===== src/rtl/qspi_mem_responder.sv =====
// qspi_mem_responder
// ------------------
// Device end of a quad-SPI memory bus. Emulates a small QPI SRAM backed by an
// internal byte array and supports quad read (0xEB, with dummy cycles) and
// quad write (0x38). sck is oversampled by clk_i; cs_in, sck_i and sd_i pass
// through SYNC_STAGES synchronizer flops before any decoding.
//
// Ports
//   clk_i      system clock (>= 8x sck)
//   rst_i      synchronous reset, active high
//   cs_in      chip select, active low
//   sck_i      serial clock, idle low (mode 0)
//   sd_i[3:0]  quad data from the initiator
//   sd_o[3:0]  quad data to the initiator (changes after sck fall)
//   sd_oen_o   per-line drive enable, all ones while driving read data
//   bd_we_i    backdoor write strobe for preloading the array
//   bd_addr_i  backdoor byte address
//   bd_data_i  backdoor byte
module qspi_mem_responder #(
    parameter int DEPTH        = 256,
    parameter int DUMMY_CYCLES = 6,
    parameter int SYNC_STAGES  = 2
) (
    input  logic                     clk_i,
    input  logic                     rst_i,
    input  logic                     cs_in,
    input  logic                     sck_i,
    input  logic [3:0]               sd_i,
    output logic [3:0]               sd_o,
    output logic [3:0]               sd_oen_o,
    input  logic                     bd_we_i,
    input  logic [$clog2(DEPTH)-1:0] bd_addr_i,
    input  logic [7:0]               bd_data_i
);

    localparam int AW  = $clog2(DEPTH);
    // Shift width covers both the 8-bit opcode and the used address bits.
    localparam int SW  = (AW > 8) ? AW : 8;
    localparam int DCW = (DUMMY_CYCLES > 1) ? $clog2(DUMMY_CYCLES) : 1;
    localparam logic [DCW-1:0] DUMMY_LAST = DCW'((DUMMY_CYCLES > 0) ? DUMMY_CYCLES - 1 : 0);

    typedef enum logic [2:0] {
        ST_IDLE,
        ST_CMD,
        ST_ADDR,
        ST_DUMMY,
        ST_RDATA,
        ST_WDATA,
        ST_IGNORE
    } state_t;

    // ------------------------------------------------------------------
    // Input synchronizers
    // ------------------------------------------------------------------
    logic [SYNC_STAGES-1:0]      cs_sync_reg,  cs_sync_next;
    logic [SYNC_STAGES-1:0]      sck_sync_reg, sck_sync_next;
    logic [SYNC_STAGES-1:0][3:0] sd_sync_reg,  sd_sync_next;

    genvar gi;
    generate
        for (gi = 0; gi < SYNC_STAGES; gi++) begin : g_sync
            if (gi == 0) begin : g_first
                assign cs_sync_next[gi]  = cs_in;
                assign sck_sync_next[gi] = sck_i;
                assign sd_sync_next[gi]  = sd_i;
            end else begin : g_rest
                assign cs_sync_next[gi]  = cs_sync_reg[gi-1];
                assign sck_sync_next[gi] = sck_sync_reg[gi-1];
                assign sd_sync_next[gi]  = sd_sync_reg[gi-1];
            end
        end
    endgenerate

    always_ff @(posedge clk_i) begin
        if (rst_i) begin
            cs_sync_reg  <= '1;
            sck_sync_reg <= '0;
            sd_sync_reg  <= '0;
        end else begin
            cs_sync_reg  <= cs_sync_next;
            sck_sync_reg <= sck_sync_next;
            sd_sync_reg  <= sd_sync_next;
        end
    end

    logic       cs_s, sck_s;
    logic [3:0] sd_s;
    assign cs_s  = cs_sync_reg[SYNC_STAGES-1];
    assign sck_s = sck_sync_reg[SYNC_STAGES-1];
    assign sd_s  = sd_sync_reg[SYNC_STAGES-1];

    // ------------------------------------------------------------------
    // Edge detection and cs arming
    // ------------------------------------------------------------------
    // After reset the synchronizer holds a fake "cs high". flush_reg waits
    // until the chain reflects the real pin; armed_reg then requires a real
    // high level on cs before a fall may open a transaction, so a cs already
    // low at reset release is ignored until it rises and falls again.
    logic                   sck_prev_reg;
    logic                   cs_prev_reg;
    logic [SYNC_STAGES-1:0] flush_reg;
    logic                   armed_reg;

    always_ff @(posedge clk_i) begin
        if (rst_i) begin
            sck_prev_reg <= 1'b0;
            cs_prev_reg  <= 1'b1;
            flush_reg    <= '0;
            armed_reg    <= 1'b0;
        end else begin
            sck_prev_reg <= sck_s;
            cs_prev_reg  <= cs_s;
            flush_reg    <= (flush_reg << 1) | SYNC_STAGES'(1);
            if (flush_reg[SYNC_STAGES-1] && cs_s)
                armed_reg <= 1'b1;
        end
    end

    logic sck_rise, sck_fall, cs_fall;
    assign sck_rise = sck_s & ~sck_prev_reg & ~cs_s;
    assign sck_fall = ~sck_s & sck_prev_reg & ~cs_s;
    assign cs_fall  = armed_reg & cs_prev_reg & ~cs_s;

    // ------------------------------------------------------------------
    // Protocol FSM
    // ------------------------------------------------------------------
    state_t          state_reg;
    logic [2:0]      nib_cnt_reg;
    logic [SW-5:0]   shift_reg;
    logic [SW-1:0]   shift_next;
    logic            is_read_reg;
    logic [AW-1:0]   addr_reg;
    logic [DCW-1:0]  dummy_cnt_reg;
    logic            rd_phase_reg;   // 0: high nibble next, 1: low nibble next
    logic            wr_half_reg;    // 1: high nibble of the write byte held
    logic [3:0]      wr_hi_reg;
    logic            load_req_reg;   // refresh rd_byte_reg from addr_reg
    logic [7:0]      rd_byte_reg;

    assign shift_next = {shift_reg, sd_s};

    always_ff @(posedge clk_i) begin
        if (rst_i) begin
            state_reg     <= ST_IDLE;
            nib_cnt_reg   <= '0;
            shift_reg     <= '0;
            is_read_reg   <= 1'b0;
            addr_reg      <= '0;
            dummy_cnt_reg <= '0;
            rd_phase_reg  <= 1'b0;
            wr_half_reg   <= 1'b0;
            wr_hi_reg     <= '0;
            load_req_reg  <= 1'b0;
            sd_o          <= '0;
            sd_oen_o      <= '0;
        end else begin
            load_req_reg <= 1'b0;
            if (cs_s) begin
                // Deselect aborts everything; partial bytes are dropped.
                state_reg    <= ST_IDLE;
                sd_oen_o     <= '0;
                nib_cnt_reg  <= '0;
                rd_phase_reg <= 1'b0;
                wr_half_reg  <= 1'b0;
            end else begin
                case (state_reg)
                    ST_IDLE: begin
                        if (cs_fall) begin
                            state_reg   <= ST_CMD;
                            nib_cnt_reg <= '0;
                            shift_reg   <= '0;
                        end
                    end
                    ST_CMD: begin
                        if (sck_rise) begin
                            shift_reg <= shift_next[SW-5:0];
                            if (nib_cnt_reg == 3'd1) begin
                                nib_cnt_reg <= '0;
                                if (shift_next[7:0] == 8'hEB) begin
                                    is_read_reg <= 1'b1;
                                    state_reg   <= ST_ADDR;
                                end else if (shift_next[7:0] == 8'h38) begin
                                    is_read_reg <= 1'b0;
                                    state_reg   <= ST_ADDR;
                                end else begin
                                    state_reg   <= ST_IGNORE;
                                end
                            end else begin
                                nib_cnt_reg <= nib_cnt_reg + 3'd1;
                            end
                        end
                    end
                    ST_ADDR: begin
                        if (sck_rise) begin
                            shift_reg <= shift_next[SW-5:0];
                            if (nib_cnt_reg == 3'd5) begin
                                nib_cnt_reg <= '0;
                                addr_reg    <= shift_next[AW-1:0];
                                if (!is_read_reg) begin
                                    state_reg   <= ST_WDATA;
                                    wr_half_reg <= 1'b0;
                                end else if (DUMMY_CYCLES == 0) begin
                                    state_reg    <= ST_RDATA;
                                    rd_phase_reg <= 1'b0;
                                    load_req_reg <= 1'b1;
                                end else begin
                                    state_reg     <= ST_DUMMY;
                                    dummy_cnt_reg <= '0;
                                end
                            end else begin
                                nib_cnt_reg <= nib_cnt_reg + 3'd1;
                            end
                        end
                    end
                    ST_DUMMY: begin
                        if (sck_rise) begin
                            if (dummy_cnt_reg == DUMMY_LAST) begin
                                state_reg    <= ST_RDATA;
                                rd_phase_reg <= 1'b0;
                                load_req_reg <= 1'b1;
                            end else begin
                                dummy_cnt_reg <= dummy_cnt_reg + DCW'(1);
                            end
                        end
                    end
                    ST_RDATA: begin
                        if (sck_fall) begin
                            sd_oen_o <= 4'hF;
                            if (!rd_phase_reg) begin
                                sd_o         <= rd_byte_reg[7:4];
                                rd_phase_reg <= 1'b1;
                            end else begin
                                sd_o         <= rd_byte_reg[3:0];
                                rd_phase_reg <= 1'b0;
                                addr_reg     <= addr_reg + AW'(1);
                                load_req_reg <= 1'b1;
                            end
                        end
                    end
                    ST_WDATA: begin
                        if (sck_rise) begin
                            if (!wr_half_reg) begin
                                wr_hi_reg   <= sd_s;
                                wr_half_reg <= 1'b1;
                            end else begin
                                wr_half_reg <= 1'b0;
                                addr_reg    <= addr_reg + AW'(1);
                            end
                        end
                    end
                    default: begin
                        // ST_IGNORE: wait for deselect.
                    end
                endcase
            end
        end
    end

    // ------------------------------------------------------------------
    // Byte array: one write port shared by bus writes and the backdoor
    // (bus commit has priority), one registered read port.
    // ------------------------------------------------------------------
    logic [7:0] mem [DEPTH];
    logic       wr_commit;
    assign wr_commit = (state_reg == ST_WDATA) && sck_rise && wr_half_reg;

    always_ff @(posedge clk_i) begin
        if (wr_commit)
            mem[addr_reg] <= {wr_hi_reg, sd_s};
        else if (bd_we_i)
            mem[bd_addr_i] <= bd_data_i;
        if (load_req_reg)
            rd_byte_reg <= mem[addr_reg];
    end

endmodule


===== config.mk =====
export PLATFORM = sky130hd
export DESIGN_NAME = qspi_mem_responder
export DESIGN_NICKNAME = d
export VERILOG_FILES = /design/src/rtl/qspi_mem_responder.sv
export SDC_FILE = /design/constraint.sdc
export NUM_CORES = 2
export LEC_CHECK = 0
export CORE_MARGIN = 3
export CORE_UTILIZATION = 65
export DETAILED_ROUTE_END_ITERATION = 8
export HOLD_SLACK_MARGIN = 0.02
export PLACE_DENSITY = 0.79
export SLEW_MARGIN = 20
export SYNTH_ARGS = -nofsm -noshare
export SYNTH_HDL_FRONTEND = slang
export SYNTH_SLANG_ARGS = --single-unit

===== constraint.sdc =====
create_clock -name clk_i -period 16.7 [get_ports clk_i]
set_clock_uncertainty 0.05 [all_clocks]
set_input_delay 3.34 -clock clk_i [delete_from_list [all_inputs] [get_ports clk_i]]
set_output_delay 3.34 -clock clk_i [all_outputs]
set_load 0.02 [all_outputs]

After elaboration in Yosys (flattened, before gate mapping)
Memory sizes are Yosys's and may differ from the RTL's. A register that Yosys moved wholly into a read port is not among the register bits.
Index checks and enable logic that the tools add are counted.
{ "classes": {"addsub": 3, "n_eq_ne": 25, "mux": 61, "bitwise": 10, "n_reduce_logical": 26} }
{ "ops": {"columns": ["cell", "n"], "rows": [
  ["$mux 8", 8],
  ["$mux 3", 20],
  ["$ne 2x2->1 const B", 14],
  ["$pmux 8 s3", 1],
  ["$mux 1", 22],
  ["$reduce_and 4->1", 4],
  ["$reduce_and 8->1", 2],
  ["$eq 3x3->1 const B", 4],
  ["$mux 4", 3],
  ["$pmux 3 s4", 1],
  ["$reduce_and 5->1", 2],
  ["$reduce_bool 2->1", 5],
  ["$pmux 3 s3", 1],
  ["$add 8x1->8 const B", 1],
  ["$eq 8x6->1 const B", 1],
  ["$eq 8x8->1 const B", 1],
  ["$pmux 4 s2", 1],
  ["$reduce_or 8->1", 1],
  ["$reduce_and 7->1", 1],
  ["$add 3x1->3 const B", 2],
  ["$and 1x1->1", 6],
  ["$eq 3x1->1 const B", 2],
  ["$eq 3x2->1 const B", 2],
  ["$pmux 1 s2", 3],
  ["10 further kinds", 17]
]} }
{ "totals": {"register_bits": 51, "mem_bits_rw": 2048, "out_inout_bits": 8, "elab_cells": 147, "memories": 1} }
{ "mem_list": {"columns": ["name", "depth", "width", "read_ports", "rd_clocked_by_memory_dff", "write_ports", "line", "text"], "rows": [
  ["mem", 256, 8, 1, 1, 1, "263", "logic [7:0] mem [DEPTH];"]
]} }

Longest topological paths before layout
{ "logic_depth": {"ltp_word": 9, "mapped_depth": 12, "depth_no_buf": 8} }

Worst setup path after synthesis
No wires, ideal clock.
{ "synth_timing": {"path_type": "input to register", "startpoint": "input port bd_we_i", "endpoint": "memory mem[0][0], data pin", "setup_ps": 825, "t_arrival_ps": 6992, "t_required_ps": 15825, "setup_slack_ps": 8833, "path_stages": 6, "cell_sequence": "o31a_1 -> buf_6 -> buf_4 -> buf_6 -> nand2_1 -> nand2_1"} }
{ "synth_via": {"elab_chain_cells": 5} }
{ "synth_rtl": {"columns": ["element", "line", "text"], "rows": [
  ["start, declared", "31", "input logic bd_we_i,"],
  ["$mux 1", "270", "else if (bd_we_i)"],
  ["$mux 1", "268", "if (wr_commit)"],
  ["$mux 1 (implied by the code)", "271", "mem[bd_addr_i] <= bd_data_i;"],
  ["$reduce_or 8->1 (no line)", null, null],
  ["$mux 8 (no line)", null, null],
  ["end, declared", "263", null]
]} }
Every way passes these cells.

Final worst setup path
{ "layout_timing": {"startpoint": "input port bd_we_i", "endpoint": "memory mem[84][2], data pin"} }
Same word-level chain as after synthesis.

==> flow_summary.json <==
{
  "nFillCells": 6951,
  "cts_buffers": 195,
  "vdd_drop_max_uv": 99.8,
  "r2r_end": "rd_byte_reg[7]$_DFFE_PP_",
  "p_per_area_nw_per_um2": 115,
  "via_count": 43000,
  "grt_setup_unrepaired": "no",
  "ff2ff_setup_slack_ns": 11.23,
  "boundaryPins": 33,
  "hp-class": "reg2reg",
  "timing.final.hold_violations": 0,
  "path_clk_slew_ns": 0.06,
  "grt_pass1_wl_mm": 301,
  "cts_tree": "yes",
  "fmax_ghz": 0.143,
  "yosysUniqueCellTypes": 77,
  "slew_viol_final": 0,
  "core_area_um2": 126000,
  "dp_cells": 5617,
  "portBuffers": 32,
  "final.setup.tns_ns": 0,
  "synth_ff_type": "edfxtp_1",
  "required_ns": 17.13,
  "place_ws_ns": 8.96,
  "final_nets": 4192,
  "fin_crit_sh_pct": 42.0,
  "clk_latency_ns": 0.81,
  "synth_edf_count": 2056,
  "power_leakage_nw": 27.7,
  "post_cts_resized": 0,
  "post-route-drc-count": 0,
  "postSynthAreaPerCell_um2": 20.1,
  "period_minus_slack_ns": 7.01,
  "sw_frac_of_total_pct": 19.8,
  "pwr-share-seq_pct": 55.8,
  "viasPerCell": 7.18,
  "largest_reg_flops": 2048,
  "final_cells": 5991,
  "power_frac_comb_pct": 1.5,
  "start_util_pct": 65.7,
  "seq_area_frac_synth_pct": 75.9,
  "dr.pass1.iters": 6,
  "ys_warn_count": 0,
  "drive_gt1_share_pct": 19.9,
  "clock-root-buffer": "clkbuf_16",
  "r2r-start": "addr_reg[0]$_SDFFE_PP0P_",
  "syn-instance-count": 4120,
  "timing.slew.headroom_pct": 24.3,
  "routabilityCongestion": 0.871,
  "grt_overflow_total": 0,
  "hold_start": "cs_sync_reg[0]$_SDFF_PP1_",
  "cts_sinks": 2107,
  "design_power_total_mw": 10.4,
  "grt_usage_pct": 32.2,
  "rr_worst_depth": 7,
  "power.switching_mw": 2.07,
  "worst_setup_path_start_kind": "input pin",
  "grt_antenna_before_repair": 10,
  "grt_start_max_net_pins": 191,
  "p_int_mw": 8.37,
  "setup_viol": 0,
  "use_met1_pct": 45.4,
  "cap_viol_max_count": 0,
  "pwr-share-clk_pct": 42.7,
  "synth_top_area_share_pct": 74.7,
  "busiest_layer": "met2",
  "die-height_um": 363,
  "drt_iter0_drc": 6823,
  "die_x_um": 363,
  "placementRows": 130,
  "synth_area_um2": 82700,
  "end_kind": "register",
  "yosys-top-cells-area": "edfxtp_1 75%, mux4_2 12%, mux2i_1 3.2%, nor2_1 1.4%, dfxtp_1 1.2%",
  "mostFrequentLayoutCell": "edfxtp_1",
  "postCtsSetupBuffers": 0,
  "outcome": "completed",
  "final_cell_mix": "2056 x edfxtp_1, 432 x mux4_2, 302 x nor2_1",
  "grt_use_met2_pct": 47.7,
  "h-tree-depth": 4,
  "antenna_left": 0,
  "ys_seq_elements": 2107,
  "synthArstFlopShare_pct": 0,
  "synthToLayoutAreaGrowth_pct": 9.77,
  "holdBufCountCts": 0,
  "first_global_vias": 42100,
  "wirelength_mm": 208,
  "tightest_slew_ns": 1.11,
  "hold_path_end": "cs_sync_reg[1]$_SDFF_PP1_",
  "clk_path_buf_depth": 3,
  "dp_hpwl_mm": 117,
  "hold_depth": 1,
  "dieArea_um2": 132000,
  "crit_type": "in2reg",
  "syn_nets": 4148,
  "arrival_ns": 7.44,
  "cp_max_fo": 90,
  "wl_per_cell_um": 34.7,
  "setup_ws_ns": 9.69,
  "synth_largest_area_cell": "edfxtp_1",
  "grtUsageMet3_pct": 9.04
}
==> worst max-delay path, cell delays in order <==
cell and delay (ns):
clkdlybuf4s50_1 0.57, o31a_1 0.17, buf_4 0.35, nand2_1 0.20, nand2_4 0.17, buf_4 0.74, buf_4 0.85, buf_4 0.85
==> metal layers <==
layer	vias up	part of all wire, %
met2	3288	46
met4	10	5.5
met5	-	0.034
met3	592	13
li1	17000	-
met1	22100	35
==> per-stage QoR <==
| stage | util, % | cell area [µm²] | hold slack [ns] |
|---|---|---|---|
| 2_1_floorplan | - | 82700 | 0.339 |
| 4_1_cts | 72.0 | 90700 | 0.391 |
| 3_3_place_gp | 67.0 | 84300 | 0.370 |
| 6_report | 72.1 | 90800 | 0.387 |
| 3_5_place_dp | 67.0 | 84300 | 0.368 |
| 5_1_grt | 72.1 | 90700 | 0.395 |
==> power groups by stage <==
stage | logic [mW] | registers (mW) | clock network, mW
global route | 0.169 | 5.82 | 4.66
global placement | 0.150 | 5.93 | 0
CTS | 0.158 | 5.82 | 4.46
finish | 0.161 | 5.82 | 4.45
detailed placement | 0.158 | 5.94 | 0
floorplan | 0.0717 | 5.96 | 0
==> final cells by class <==
type                            count  area [µm²]  share of cell area [%]
Clock buffer                      251        5270                    5.81
Sequential cell                  2107       62800                    69.2
Clock inverter                    114        1110                    1.23
Multi-Input combinational cell   1746       18500                    20.4
Inverter                           12        47.5                  0.0524
Tap cell                         1650        2060                    2.27
Timing Repair Buffer              102         921                    1.01
Antenna cell                        9        22.5                  0.0248
==> how the worst max path moves through the flow <==
stage	start	slack (ns)	end	cells after the start
global route	bd_we_i	9.54	mem[84][2]$_DFFE_PP_	8
CTS	bd_we_i	9.77	mem[112][2]$_DFFE_PP_	8
detailed placement	bd_we_i	8.96	mem[92][2]$_DFFE_PP_	8
floorplan	bd_we_i	8.83	mem[0][0]$_DFFE_PP_	6
finish	bd_we_i	9.69	mem[84][2]$_DFFE_PP_	8
global placement	bd_we_i	9.14	mem[84][2]$_DFFE_PP_	8
==> cells in the mapped netlist (all sizes together) (18+ instances only) <==
library cell	n
mux2i	262
dfxtp	51
a22o	18
a31oi	22
a21oi	79
a211oi	22
a221oi	63
clkbuf	108
nand2b	23
nor2b	35
buf	147
mux4	432
nor2	304
o21ai	50
a22oi	78
edfxtp	2056
nand2	168
or2	20
==> logic make-up (layout without fill, tap and decap cells) <==
family                     Yosys count  after routing  share of synthesized area (%)
adders and majority gates            3              3                         0.0454
and+or+nand+nor                    607            607                           3.36
muxes                              703            703                           15.1
AOI/OAI and AO/OA                  431            431                           3.76
other                                0              9                              0
xor gates and xnor gates             2              2                         0.0212
DFF                               2107           2107                           75.9
buffers and inverters              267            479                           1.83
Note: power is estimated with default switching activity, not from simulation.
